**src/rtl/clkgate_ctrl.sv**
```systemverilog
// clkgate_ctrl - N-channel clock-gate controller.
//
// Each channel runs an OFF/WAKE/ON/IDLE request-acknowledge FSM. WAKE waits
// WAKE_CYCLES before acknowledging. IDLE keeps the clock running for
// IDLE_CYCLES after req drops, and any act pulse restarts that hold-off. A
// registered gate_en drives the E pin of a latch-based OPENROAD_CTRLGATE cell
// per channel.
//
// Optional build macro: CLKGATE_FORCE_EN
//   When defined, it adds the force_on input. force_on drives TE of every gate
//   cell, so all gck run while it is high, and it also holds all_off low.
//   When undefined, TE is tied low.
//
// Ports:
//   CK       in   free-running source clock
//   R        in   asynchronous active-low reset
//   force_on in   (CLKGATE_FORCE_EN only) run all gated clocks
//   req      in   [NCH] per-channel clock request (level)
//   act      in   [NCH] per-channel activity pulse, re-arms the idle timer
//   ack      out  [NCH] registered clock-valid acknowledge
//   gate_en  out  [NCH] registered gate-cell enable
//   gck      out  [NCH] gated clocks
//   all_off  out  high when no channel has its gate enabled

// Behavioural model of the latch-based clock gate cell.
// The enable is captured while CK is low, so GCK never glitches.
module OPENROAD_CTRLGATE (
  input  logic CK,
  input  logic E,
  input  logic TE,
  output logic GCK
);
  logic en_l;

  always_latch begin
    if (!CK) en_l = E | TE;
  end

  assign GCK = CK & en_l;
endmodule

// Per-channel request/acknowledge FSM with a shared wake/idle down-counter.
module clkgate_chan #(
  parameter int WAKE_CYCLES = 2,
  parameter int IDLE_CYCLES = 8,
  parameter int CNT_W       = 4
) (
  input  logic clk,
  input  logic rst_n,
  input  logic req,
  input  logic act,
  output logic ack,
  output logic gate_en
);
  typedef enum logic [1:0] {S_OFF, S_WAKE, S_ON, S_IDLE} state_t;

  localparam logic [CNT_W-1:0] WAKE_LD = CNT_W'(WAKE_CYCLES - 1);
  localparam logic [CNT_W-1:0] IDLE_LD = CNT_W'(IDLE_CYCLES - 1);

  state_t           state_q, state_d;
  logic [CNT_W-1:0] cnt_q, cnt_d;
  logic             ge_q, ge_d, ack_q, ack_d;

  always_ff @(posedge clk or negedge rst_n) begin
    if (!rst_n) begin
      state_q <= S_OFF;
      cnt_q   <= '0;
      ge_q    <= 1'b0;
      ack_q   <= 1'b0;
    end else begin
      state_q <= state_d;
      cnt_q   <= cnt_d;
      ge_q    <= ge_d;
      ack_q   <= ack_d;
    end
  end

  // ack and gate_en are computed alongside the next state and then
  // registered. Both outputs therefore come straight from flops and are
  // never decoded combinationally from the state.
  always_comb begin
    state_d = state_q;
    cnt_d   = cnt_q;
    ge_d    = ge_q;
    ack_d   = ack_q;
    case (state_q)
      S_OFF: begin
        if (req) begin
          state_d = S_WAKE;
          ge_d    = 1'b1;
          cnt_d   = WAKE_LD;
        end
      end
      S_WAKE: begin
        if (!req) begin
          state_d = S_OFF;
          ge_d    = 1'b0;
        end else if (cnt_q == '0) begin
          state_d = S_ON;
          ack_d   = 1'b1;
        end else begin
          cnt_d = cnt_q - CNT_W'(1);
        end
      end
      S_ON: begin
        if (!req) begin
          state_d = S_IDLE;
          ack_d   = 1'b0;
          cnt_d   = IDLE_LD;
        end
      end
      S_IDLE: begin
        // The clock never stopped in IDLE, so a new request returns to ON
        // at once without another wake delay.
        if (req) begin
          state_d = S_ON;
          ack_d   = 1'b1;
        end else if (act) begin
          cnt_d = IDLE_LD;
        end else if (cnt_q == '0) begin
          state_d = S_OFF;
          ge_d    = 1'b0;
        end else begin
          cnt_d = cnt_q - CNT_W'(1);
        end
      end
      default: begin
        state_d = S_OFF;
        ge_d    = 1'b0;
        ack_d   = 1'b0;
      end
    endcase
  end

  assign ack     = ack_q;
  assign gate_en = ge_q;
endmodule

module clkgate_ctrl #(
  parameter int NCH         = 4,
  parameter int WAKE_CYCLES = 2,
  parameter int IDLE_CYCLES = 8,
  parameter int CNT_W       = $clog2(((WAKE_CYCLES > IDLE_CYCLES) ? WAKE_CYCLES : IDLE_CYCLES) + 1)
) (
  input  logic           CK,
  input  logic           R,
`ifdef CLKGATE_FORCE_EN
  input  logic           force_on,
`endif
  input  logic [NCH-1:0] req,
  input  logic [NCH-1:0] act,
  output logic [NCH-1:0] ack,
  output logic [NCH-1:0] gate_en,
  output logic [NCH-1:0] gck,
  output logic           all_off
);
  logic te;

`ifdef CLKGATE_FORCE_EN
  assign te      = force_on;
  assign all_off = (&(~gate_en)) & ~force_on;
`else
  assign te      = 1'b0;
  assign all_off = &(~gate_en);
`endif

  for (genvar g = 0; g < NCH; g++) begin : g_ch
    clkgate_chan #(
      .WAKE_CYCLES (WAKE_CYCLES),
      .IDLE_CYCLES (IDLE_CYCLES),
      .CNT_W       (CNT_W)
    ) u_chan (
      .clk     (CK),
      .rst_n   (R),
      .req     (req[g]),
      .act     (act[g]),
      .ack     (ack[g]),
      .gate_en (gate_en[g])
    );

    OPENROAD_CTRLGATE u_cg (
      .CK  (CK),
      .E   (gate_en[g]),
      .TE  (te),
      .GCK (gck[g])
    );
  end
endmodule

```
**config.mk**
```make
export PLATFORM = sky130hd
export DESIGN_NAME = clkgate_ctrl
export DESIGN_NICKNAME = d
export VERILOG_FILES = /design/src/rtl/clkgate_ctrl.sv
export SDC_FILE = /design/constraint.sdc
export NUM_CORES = 1
export LEC_CHECK = 0
export ABC_AREA = 1
export BUFFER_PORTS_ARGS = -buffer_cell sky130_fd_sc_hd__clkbuf_2
export CORE_MARGIN = 2
export CORE_UTILIZATION = 55
export DETAILED_ROUTE_END_ITERATION = 16
export GPL_TIMING_DRIVEN = 0
export PLACE_DENSITY = 0.75
export SLEW_MARGIN = 20
export SYNTH_ARGS = -nofsm -noshare
export SYNTH_HDL_FRONTEND = slang
export SYNTH_SLANG_ARGS = --single-unit
```
**constraint.sdc**
```tcl
create_clock -name CK -period 2.95 [get_ports CK]
set_clock_uncertainty 0.2 [all_clocks]
set_input_delay 0 -clock CK [delete_from_list [all_inputs] [get_ports CK]]
set_output_delay 0 -clock CK [all_outputs]
set_load 0.02 [all_outputs]
```
==> impl_summary.md <==
CTS
TritonCTS built the clock tree. In this run, post-CTS hold repair placed 14 buffers. The clock transition time at the flip-flop clock pins of the worst setup and hold paths is 70 ps. In this run, post-CTS repair resized a total of 0 instances. The clock reaches the later pin of the worst-skew pair after 390 ps. In this run the post-CTS setup repair buffer count came out at 0.

Power
The maximum resistive drop on vdd is 535 µV. The clock network power share is 0.191. The sequential share of power is 0.252. Of the total power, the share spent switching nets is 0.466. The power per cell area is 1210 nW/µm².

In this run the power spent charging and discharging nets is 1.63 mW. The share of total power dissipated in combinational logic is 0.557. The internal power component is approximately 1.9 mW. The static leakage is around 1.6 nW.

Synthesis
The post-synthesis simple-gate area fraction is 0.376. The number of register bits inferred by synthesis is 36. Sorting the synthesized cells by area gives the leading types as sky130_fd_sc_hd__dfrtp_1, sky130_fd_sc_hd__nand2_1, sky130_fd_sc_hd__nand3_1, sky130_fd_sc_hd__buf_4, sky130_fd_sc_hd__inv_1. Among all flip-flop cells after synthesis, the most frequent one is sky130_fd_sc_hd__dfrtp_1. The share of the synthesized area in compound gates (AO/OA/AOI/OAI) is 0.106. The average size of a mapped cell is between 7 and 8 µm².

sky130_fd_sc_hd__dfrtp_1 takes more of the synthesized area than any other cell. The portion of netlist area occupied by mux cells is 0. Counting every instance in the synthesized netlist gives 344. The share of synthesized area in the top cell type comes to 0.326. The yosys synthesis warning count is 0.

The number of enable flip-flop cells after synthesis is 0. Of the total synthesized cell area, the portion taken by XOR and XNOR cells is 0.0143. Of the total synthesized cell area, the portion taken by full adders, half adders and majority gates is 0.0204. The synthesized net count is 358. The cell area that synthesis handed to floorplanning was 2450 µm². The main combinational cell family by area after synthesis is simple AND/OR/NAND/NOR gates. The fraction of synthesis flops using an asynchronous set or reset pin is 0.889. The count of unique library cells instantiated by Yosys is 33.

Die
The number of top-level design ports is 23. The floorplan die width is 70.8 µm. The number of rows created at floorplan is 24.

The die outline area is 5010 µm². The vertical extent of the die is 70.8 µm. The area of the core is 4320 µm². The starting density of the core is 0.567.

Detailed routing
The detailed router placed 2301 vias in this run. The first-pass iteration count of the detailed router is 4. For this block, the routed nets add up to a little under 5000 µm of wire.

Once detail routing completed, the nets flagged for antenna violations numbered 0. In the routed layout, each cell is associated on average with a via count of 5.18. The average routed wire per standard cell is ~11 µm. After detailed routing, the number of remaining DRC violations is 0. The starting DRC count in detailed routing is 154.

Placement
The wire-length estimate of the detail-placed layout is 3480 µm. The number of buffers inserted by port buffering is 21. Routability-driven placement finished with a final weighted congestion of 0.860. The placed instances occupy a cell area of 2620 µm².

Critical path
On the worst path, the slowest cell contributes a delay of 390 ps. The worst path required time is 2750 ps. The worst reg-to-reg path cell count is 8.

Along the worst path, the maximum fanout reaches 1. Data arrives at the worst endpoint at 2610 ps. The worst setup path is captured at an output pin.

Among all stages on the critical path, the largest delay is contributed by sky130_fd_sc_hd__dlxtn_1. The nature of the critical path startpoint is a latch. The kind of critical path is latch -> out. The critical path goes through nand2_1 -> inv_1 -> buf_4 -> clkbuf_2.

Global route
The via count of the first global-routing pass came to 2133. The initial antenna violation count came to 0. The first global-routing pass estimated 8620 µm of wire. After global routing the overflow that remains totals 0. The pin count of the biggest net entering global routing is 33. Across every metal layer, demand over resource in global routing totals 0.219.

Layout
The summed area of non-filler cells in the final layout is just under 3000 µm². The relative area change from synthesis to final layout is 18.4%. In the final layout, the share of cells above drive strength 1 is 0.240. The antenna diode count is 0. After the last flow step, the layout net total stands at 404. Measured on the finished design, the core utilization comes to 0.672.

Min path
The path category of the worst min-delay check is in -> async.

Flow run
Max-cap violations in this run came to 0.

Timing
Setup violations remaining at the end of the flow were counted as 0. The worst slew margin relative to its limit is 0.482. The number of pins exceeding their max-slew limit in the final report is 0. At the pin with the least slew margin, the transition time is 777 ps.

The total count of hold-check failures in the final report is 0. The total negative slack for setup checks is 0 ps. Setup repair after global routing left no endpoint under its margin.

Outcome
The flow ran to the end, and the final reports show no timing, DRC or antenna violations.
-- placed cells by master, fill, tap and decap left out, types with 4 or more instances in the layout --
cell,n
sky130_fd_sc_hd__nand2_1,104
sky130_fd_sc_hd__clkbuf_8,9
sky130_fd_sc_hd__ha_1,4
sky130_fd_sc_hd__dlxtn_1,4
sky130_fd_sc_hd__inv_2,9
sky130_fd_sc_hd__nor2_4,4
sky130_fd_sc_hd__buf_4,20
sky130_fd_sc_hd__xnor2_1,4
sky130_fd_sc_hd__nand3_1,38
sky130_fd_sc_hd__nor2_1,14
sky130_fd_sc_hd__dfrtp_1,32
sky130_fd_sc_hd__clkbuf_2,21
sky130_fd_sc_hd__nand4_1,6
sky130_fd_sc_hd__o21ai_1,7
sky130_fd_sc_hd__o21ai_0,15
sky130_fd_sc_hd__o21ai_2,4
sky130_fd_sc_hd__nand2_2,11
sky130_fd_sc_hd__a21oi_1,11
sky130_fd_sc_hd__dlygate4sd3_1,14
sky130_fd_sc_hd__inv_1,33
sky130_fd_sc_hd__nand3_2,4
-- logic make-up (layout without fill, tap and decap cells) --
| group | Yosys count | count (layout) |
|---|---|---|
| flops | 32 | 32 |
| xor+xnor | 4 | 4 |
| fa+ha+maj | 4 | 4 |
| latches | 4 | 4 |
| compound gates | 44 | 44 |
| buf+inv | 64 | 112 |
| simple gates | 192 | 192 |
-- final timing paths --
kind / from / end / slack (ps)
worst max-delay path: g_ch[2].u_cg.en_l / gck[2] / 140
worst min-delay path: R / g_ch[0].u_chan.ack / 10
worst max register to register: g_ch[2].u_chan.cnt_q[0] / flop / 460
worst min register to register: g_ch[2].u_chan.cnt_q[0] / g_ch[2].u_chan.cnt_q[0] / 280
max in group asynchronous: R / g_ch[3].u_chan.cnt_q[0] / 2040
min in group CK: g_ch[2].u_chan.cnt_q[0] / g_ch[2].u_chan.cnt_q[0] / 280
-- power by group through the flow --
stage               clock network (mW)  logic (mW)  registers (mW)
floorplan                        0.130        1.56           0.850
global route                     0.732        2.22           0.917
finish                           0.669        1.95           0.885
CTS                              0.695        1.96           0.885
detailed placement               0.158        1.88           0.892
global placement                 0.158        1.83           0.884
-- worst max-delay path: cells and delay by family, from the launching register on --
kind	cells	cell delay (ps)
AND/OR/NAND/NOR	1	50
latches	1	390
buffers and inverters	3	280
-- final cells by class --
cell class / count / area, µm²
buffer: 22 / 166
clock buffer: 14 / 148
clock inverter: 7 / 28.8
fill: 380 / 1420
inverter: 38 / 143
multi-input combinational: 244 / 1270
sequential: 36 / 861
tap: 52 / 65.1
timing repair buffer: 31 / 225
-- layer usage --
layer | share of wire | wire, µm | vias to the layer above | track usage
li1 | - | - | 1189 | -
met3 | 0.047 | 225 | 12 | 0.0798
met4 | 0.025 | 121 | 0 | 0.124
met1 | 0.46 | 2230 | 1050 | 0.263
met2 | 0.47 | 2250 | 50 | 0.339
met5 | 0 | 0 | - | 0
-- synth_stat cells, types with 6 or more instances --
library cell / instances
sky130_fd_sc_hd__nand4_1: 6
sky130_fd_sc_hd__inv_1: 33
sky130_fd_sc_hd__buf_4: 20
sky130_fd_sc_hd__nand3_1: 38
sky130_fd_sc_hd__dfrtp_1: 32
sky130_fd_sc_hd__o21ai_1: 7
sky130_fd_sc_hd__a21oi_1: 11
sky130_fd_sc_hd__nor2_1: 14
sky130_fd_sc_hd__nand2_2: 11
sky130_fd_sc_hd__inv_2: 9
sky130_fd_sc_hd__o21ai_0: 15
sky130_fd_sc_hd__nand2_1: 104
-- through the flow --
| stage | power [mW] | setup slack [ps] | std cells | hold slack (ps) |
|---|---|---|---|---|
| floorplan | 2.54 | 702 | 344 | -496 |
| global placement | 2.88 | 588 | 417 | -58.7 |
| detailed placement | 2.93 | 583 | 417 | -67.9 |
| CTS | 3.54 | 122 | 444 | 51.2 |
| global route | 3.87 | 53.0 | 444 | 105 |
| finish | 3.51 | 142 | 444 | 13.8 |
Note: power is estimated with default switching activity, not from simulation.
